<file path="config.mk">
export PLATFORM = sky130hd
export DESIGN_NAME = if_stage_flat
export DESIGN_NICKNAME = d
export VERILOG_FILES = /design/src/rtl/cpu_pkg.sv /design/src/rtl/if_stage_if.sv /design/src/rtl/if_stage_if_id_reg.sv /design/src/rtl/if_stage.sv /design/src/flat_wrapper.sv
export SDC_FILE = /design/constraint.sdc
export NUM_CORES = 1
export LEC_CHECK = 0
export BUFFER_PORTS_ARGS = -buffer_cell sky130_fd_sc_hd__buf_2
export CELL_PAD_IN_SITES_DETAIL_PLACEMENT = 1
export CELL_PAD_IN_SITES_GLOBAL_PLACEMENT = 2
export CORE_ASPECT_RATIO = 1.1
export CORE_MARGIN = 5
export CORE_UTILIZATION = 35
export CTS_BUF_LIST = sky130_fd_sc_hd__clkbuf_16
export DETAILED_ROUTE_END_ITERATION = 16
export PLACE_DENSITY_LB_ADDON = 0.1
export SKIP_CTS_REPAIR_TIMING = 1
export SLEW_MARGIN = 10
export SYNTH_ARGS = -nofsm -noshare
export SYNTH_HDL_FRONTEND = slang
export SYNTH_SLANG_ARGS = --single-unit
</file>
<file path="constraint.sdc">
create_clock -name clk -period 3.3 [get_ports clk]
set_input_delay 0.825 -clock clk [delete_from_list [all_inputs] [get_ports clk]]
set_output_delay 0.825 -clock clk [all_outputs]
set_load 0.05 [all_outputs]
</file>
<file path="src/rtl/cpu_pkg.sv">
// Shared constants and types for the ARM-subset pipeline.
//   XLEN      : address / instruction width
//   RESET_PC  : default PC loaded on reset
//   PC_INC    : sequential PC increment
//   fetch_state_t : instruction-fetch FSM states
package cpu_pkg;

  localparam int unsigned XLEN     = 32;
  localparam logic [31:0] RESET_PC = 32'h0000_0000;
  localparam int unsigned PC_INC   = 4;

  typedef enum logic [1:0] {
    IDLE = 2'd0,
    REQ  = 2'd1,
    HOLD = 2'd2,
    DROP = 2'd3
  } fetch_state_t;

endpackage

</file>
<file path="src/rtl/if_stage_if.sv">
// Instruction-memory request/acknowledge bus.
//   imem_req   : fetch request, held until imem_ack
//   imem_addr  : fetch address, stable while imem_req=1
//   imem_ack   : transfer completes when imem_req && imem_ack
//   imem_rdata : instruction word, valid with imem_ack
// master = fetch stage, slave = instruction memory.
interface if_stage_if #(
  parameter int unsigned XLEN = 32
) ();

  logic            imem_req;
  logic [XLEN-1:0] imem_addr;
  logic            imem_ack;
  logic [XLEN-1:0] imem_rdata;

  modport master (
    output imem_req,
    output imem_addr,
    input  imem_ack,
    input  imem_rdata
  );

  modport slave (
    input  imem_req,
    input  imem_addr,
    output imem_ack,
    output imem_rdata
  );

endinterface

</file>
<file path="src/rtl/if_stage_if_id_reg.sv">
// IF/ID pipeline register.
//   clk, rst  : clock, asynchronous active-low reset
//   load_i    : capture pc_i/instr_i and mark valid
//   freeze_i  : hold contents (blocks load_i)
//   flush_i   : clear the valid bit; wins over freeze and load
//   pc_i, instr_i          : incoming fetch result
//   pc_o, instr_o, valid_o : registered IF/ID contents
module if_id_reg #(
  parameter int unsigned XLEN = 32
) (
  input  logic            clk,
  input  logic            rst,
  input  logic            load_i,
  input  logic            freeze_i,
  input  logic            flush_i,
  input  logic [XLEN-1:0] pc_i,
  input  logic [XLEN-1:0] instr_i,
  output logic [XLEN-1:0] pc_o,
  output logic [XLEN-1:0] instr_o,
  output logic            valid_o
);

  always_ff @(posedge clk or negedge rst) begin
    if (!rst) begin
      pc_o    <= '0;
      instr_o <= '0;
      valid_o <= 1'b0;
    end else if (flush_i) begin
      // A bubble only needs the valid bit cleared; payload is don't-care.
      valid_o <= 1'b0;
    end else if (load_i && !freeze_i) begin
      pc_o    <= pc_i;
      instr_o <= instr_i;
      valid_o <= 1'b1;
    end
  end

endmodule

</file>
<file path="src/rtl/if_stage.sv">
// Instruction-fetch stage: owns the PC, issues one fetch per handshake to a
// variable-latency instruction memory and fills the IF/ID register.
//   clk, rst       : clock, asynchronous active-low reset
//   Hazard         : freeze from the hazard unit
//   Branch_Taken   : redirect from EX (flushes IF/ID)
//   Branch_Addr    : redirect target
//   imem           : instruction-memory bus (master side)
//   PC             : IF/ID fetched address + 4
//   Instruction    : IF/ID instruction word
//   IF_Valid       : IF/ID holds a real instruction
//
// state | meaning
// IDLE  | just out of reset, no request
// REQ   | request outstanding at pc_q
// HOLD  | fetched word parked in buf while Hazard is high
// DROP  | finishing an abandoned request at drop_addr_q after a branch
module if_stage
  import cpu_pkg::*;
#(
  parameter int unsigned     XLEN     = cpu_pkg::XLEN,
  parameter logic [XLEN-1:0] RESET_PC = XLEN'(cpu_pkg::RESET_PC)
) (
  input  logic              clk,
  input  logic              rst,
  input  logic              Hazard,
  input  logic              Branch_Taken,
  input  logic [XLEN-1:0]   Branch_Addr,
  if_stage_if.master        imem,
  output logic [XLEN-1:0]   PC,
  output logic [XLEN-1:0]   Instruction,
  output logic              IF_Valid
);

  fetch_state_t    state_q;
  logic [XLEN-1:0] pc_q;
  logic [XLEN-1:0] buf_pc_q;
  logic [XLEN-1:0] buf_instr_q;
  logic [XLEN-1:0] drop_addr_q;

  logic [XLEN-1:0] pc_plus4;
  logic            xfer;
  logic            idr_load;
  logic            idr_flush;
  logic [XLEN-1:0] idr_pc_d;
  logic [XLEN-1:0] idr_instr_d;

  // Bus outputs decode registered state only; the memory sees no path
  // from its own ack back to req/addr.
  assign imem.imem_req  = (state_q == REQ) || (state_q == DROP);
  assign imem.imem_addr = (state_q == DROP) ? drop_addr_q : pc_q;

  assign pc_plus4 = pc_q + XLEN'(PC_INC);
  assign xfer     = imem.imem_req && imem.imem_ack;

  always_comb begin
    idr_load    = 1'b0;
    idr_flush   = 1'b0;
    idr_pc_d    = pc_plus4;
    idr_instr_d = imem.imem_rdata;
    if (Branch_Taken) begin
      idr_flush = 1'b1;
    end else begin
      unique case (state_q)
        REQ: begin
          if (xfer && !Hazard)       idr_load  = 1'b1;
          else if (!xfer && !Hazard) idr_flush = 1'b1;
        end
        HOLD: begin
          if (!Hazard) begin
            idr_load    = 1'b1;
            idr_pc_d    = buf_pc_q;
            idr_instr_d = buf_instr_q;
          end
        end
        DROP: begin
          if (xfer) idr_flush = 1'b1;
        end
        default: ;
      endcase
    end
  end

  always_ff @(posedge clk or negedge rst) begin
    if (!rst) begin
      state_q     <= IDLE;
      pc_q        <= RESET_PC;
      buf_pc_q    <= '0;
      buf_instr_q <= '0;
      drop_addr_q <= '0;
    end else if (Branch_Taken) begin
      pc_q <= Branch_Addr;
      // A request that is still pending must be completed, not withdrawn.
      if (state_q == REQ && !xfer) begin
        drop_addr_q <= pc_q;
        state_q     <= DROP;
      end else if (state_q == DROP) begin
        state_q <= DROP;
      end else begin
        state_q <= REQ;
      end
    end else begin
      unique case (state_q)
        IDLE: state_q <= REQ;
        REQ: begin
          if (xfer) begin
            pc_q <= pc_plus4;
            if (Hazard) begin
              buf_pc_q    <= pc_plus4;
              buf_instr_q <= imem.imem_rdata;
              state_q     <= HOLD;
            end
          end
        end
        HOLD: begin
          if (!Hazard) state_q <= REQ;
        end
        DROP: begin
          if (xfer) state_q <= REQ;
        end
        default: state_q <= IDLE;
      endcase
    end
  end

  if_id_reg #(.XLEN(XLEN)) u_if_id_reg (
    .clk      (clk),
    .rst      (rst),
    .load_i   (idr_load),
    .freeze_i (Hazard),
    .flush_i  (idr_flush),
    .pc_i     (idr_pc_d),
    .instr_i  (idr_instr_d),
    .pc_o     (PC),
    .instr_o  (Instruction),
    .valid_o  (IF_Valid)
  );

endmodule

</file>
<file path="src/flat_wrapper.sv">
// flat-port wrapper written by rule: the top's interface ports become plain ports
module if_stage_flat import cpu_pkg::*;
#(
  parameter int unsigned     XLEN     = cpu_pkg::XLEN,
  parameter logic [XLEN-1:0] RESET_PC = XLEN'(cpu_pkg::RESET_PC)
)
  (clk, rst, Hazard, Branch_Taken, Branch_Addr, PC, Instruction, IF_Valid, imem_imem_req, imem_imem_addr, imem_imem_ack, imem_imem_rdata);
  if_stage_if #(.XLEN(XLEN)) imem_i ();
  input  logic clk;
  input  logic rst;
  input  logic Hazard;
  input  logic Branch_Taken;
  input  logic [XLEN-1:0] Branch_Addr;
  output logic [XLEN-1:0] PC;
  output logic [XLEN-1:0] Instruction;
  output logic IF_Valid;
  output wire logic [$bits(imem_i.imem_req)-1:0] imem_imem_req;
  output wire logic [$bits(imem_i.imem_addr)-1:0] imem_imem_addr;
  input wire logic [$bits(imem_i.imem_ack)-1:0] imem_imem_ack;
  input wire logic [$bits(imem_i.imem_rdata)-1:0] imem_imem_rdata;
  assign imem_imem_req = imem_i.imem_req;
  assign imem_imem_addr = imem_i.imem_addr;
  assign imem_i.imem_ack = imem_imem_ack;
  assign imem_i.imem_rdata = imem_imem_rdata;
  if_stage #(.XLEN(XLEN), .RESET_PC(RESET_PC)) u_core (.clk(clk), .rst(rst), .Hazard(Hazard), .Branch_Taken(Branch_Taken), .Branch_Addr(Branch_Addr), .imem(imem_i), .PC(PC), .Instruction(Instruction), .IF_Valid(IF_Valid));
endmodule
</file>
==> results.ini <==
[die]
fp-row-count=62
die_area_um2=30140
initial_utilization_pct=35.73
pin_count=167
chipWidth_um=166.0
fp.dieH_um=181.6
coreArea_um2=26220

[drt]
routed_wl_um=25920
drc=0
drt-initial-drc-count=461
ant_nets=0
first_pass_iters=4
routed_via_density=5.016
vias=7238
drt-wirelength-per-cell_um=17.96

[timing]
tightest_slew_ns=0.9596
rsz0062_at_grt=no
slew-limit-headroom_pct=36.03
skew_ns=0.01446
fin_crit_sh_pct=94.74
final.min_clock_period_ns=3.126
setup_slack_ns=0.1736
slew_violations=0
max_freq_ghz=0.3199
setup_tns_ns=0
setup_viol=0
hold_viol=0

[grt]
grtUsageMet2_pct=28.40
antenna_found_initial=1
grt-ovfl-total=0
grt_usage_pct=17.58
use_met1_pct=24.66
grt_start_max_net_pins=65
gr-usage-met3_pct=3.480
grt.busiest_layer=met2
grt_pass1_wl_um=43070
grt_pass1_vias=7655

[synth]
synthDominantCellAreaShare_pct=52.08
synth_edf_count=0
synth-seq-area-share_pct=52.08
avgSynthCellArea_um2=9.893
synth.area.top_cells=dfrtp_1 (52%), mux2_2 (11%), nand2_1 (6.8%)
yosysTopAreaCell=dfrtp_1
yosys_most_used_dff=dfrtp_1
syn_nets=1020
yosysWarnings=0
syn_area_um2=9369
syn_inst=947
ys_ff_latch=195
synthArstFlopShare_pct=100.0
synth.distinct_cells=49

[place]
dp_slack_ns=0.5706
dp_hpwl_um=18250
portBuffers=166
gp_congestion=0.7777
post_dp_cell_area_um2=10560

[min_path]
hp-class=input pin to asynchronous set/reset pin

[power]
power_density_nw_per_um2=969.1
switching_share_pct=45.74
clock_power_share_pct=19.4
p_total_uw=10810
p_leak_uw=0.005050
combPwrFrac_pct=44.3
switchingPower_uw=4942
ir_drop_v=0.0003727
seq_power_share_pct=36.3
p_int_uw=5863

[worst_setup_path]
crit_arrival_ns=2.30
path_class=flip-flop to output port
cp_max_fo=40
worstSetupStartpointType=flip-flop
cp-end-kind=output port
r2r_start=u_core.state_q[0]
cp-startpoint=u_core.state_q[0]
cp.required_ns=2.47

[clock_tree]
cts_root_buf=clkbuf_16
ctsLongestPathBuffers=2
cts_sinks=195
clk_pin_slew_ns=0.08
cts_tree=yes
clkLatencyLatePin_ns=0.44
h-tree-depth=4
numCtsBuffers=17

[cells_and_area]
diodes=0
layout_commonest_cell=dfrtp_1
final_cell_mix=dfrtp_1 (195), nand2_1 (170), buf_2 (165)
drive_gt1_share_pct=29.70
final_area_um2=11150
area_growth_pct=19.02
fin_nets=1151
finalCoreUtilization_pct=42.53

[status]
outcome=complete, no violations

[run]
max_cap_violations=0

## cell type report
class	count	area, um^2
well taps	352	440.4
flip-flops and latches	195	4880
fillers	3040	15070
clock inverters	15	165.2
clock buffers	17	425.4
inverters	10	37.54
multi-input cells	663	4125
repair buffers	191	1077
## flip-flops by register name, summed over array words and instances (netlist names)
register,count
u_core.buf_instr_q,32
u_core.buf_pc_q,32
u_core.drop_addr_q,32
u_core.pc_q,32
u_core.state_q,2
u_core.u_if_id_reg.instr_o,32
u_core.u_if_id_reg.pc_o,32
u_core.u_if_id_reg.valid_o,1
## logic make-up after synthesis
| family | Yosys count | synth area share [%] |
|---|---|---|
| compound gates | 172 | 10.75 |
| xor+xnor | 53 | 4.955 |
| fa+ha+maj | 4 | 0.5342 |
| buf+inv | 89 | 4.006 |
| flops | 195 | 52.08 |
| mux | 96 | 11.49 |
| simple gates | 338 | 16.19 |
## power groups by stage
stage / sequential [uW] / clock, uW / combinational (uW)
6_report: 3920 / 2100 / 4780
5_1_grt: 4050 / 2270 / 5150
4_1_cts: 3930 / 2180 / 4870
3_5_place_dp: 3980 / 0 / 4860
3_3_place_gp: 3940 / 0 / 4790
2_1_floorplan: 5050 / 0 / 2540
## Yosys cell counts (2+ instances only)
| cell type | instances |
|---|---|
| a211oi_1 | 10 |
| a21o_1 | 9 |
| a21oi_1 | 18 |
| a221oi_1 | 2 |
| a31oi_1 | 39 |
| a32o_1 | 2 |
| and2_1 | 6 |
| and3_1 | 3 |
| and4_1 | 4 |
| buf_1 | 3 |
| buf_2 | 20 |
| buf_4 | 2 |
| clkbuf_1 | 52 |
| dfrtp_1 | 195 |
| ha_1 | 4 |
| inv_1 | 10 |
| mux2_2 | 92 |
| mux2i_1 | 4 |
| nand2_1 | 170 |
| nand3_1 | 23 |
| nand3b_1 | 3 |
| nand4_1 | 16 |
| nor2_1 | 71 |
| nor3_1 | 17 |
| nor3b_1 | 2 |
| nor4_1 | 10 |
| o211ai_1 | 3 |
| o21ai_0 | 79 |
| o22ai_1 | 3 |
| or3_1 | 3 |
| or4_1 | 3 |
| xnor2_1 | 29 |
| xor2_1 | 24 |
## routing by layer
layer / wire, um / part of all wire [%]
met1: 12770 / 49
met2: 11970 / 46
met3: 907 / 3.5
met4: 255 / 0.98
met5: 13 / 0.050
## final timing paths
kind                                               endpoint  slack, ns  cells after the start
worst min-delay path                         u_core.pc_q[8]       0.38                      1
min in group clk                 u_core.u_if_id_reg.pc_o[2]       0.48                      2
worst max register to register  u_core.u_if_id_reg.pc_o[27]       0.70                      9
worst min register to register   u_core.u_if_id_reg.pc_o[2]       0.48                      2
max in group asynchronous               u_core.buf_pc_q[16]       2.18                      2
worst max-delay path                     imem_imem_addr[26]       0.17                      3
## critical path, stage by stage (launching register included)
cell	delay, ns
dfrtp_1	0.38
ha_2	0.83
mux2_2	0.41
buf_2	0.21
## per-stage QoR
stage                     hold slack, ns  cells
final                             0.3827   1443
after global routing              0.4099   1443
after CTS                         0.3932   1443
after detailed placement          0.4656   1411
after global placement            0.4585   1411
after floorplan                   0.4447    947
(Power assumes the default switching activity.)
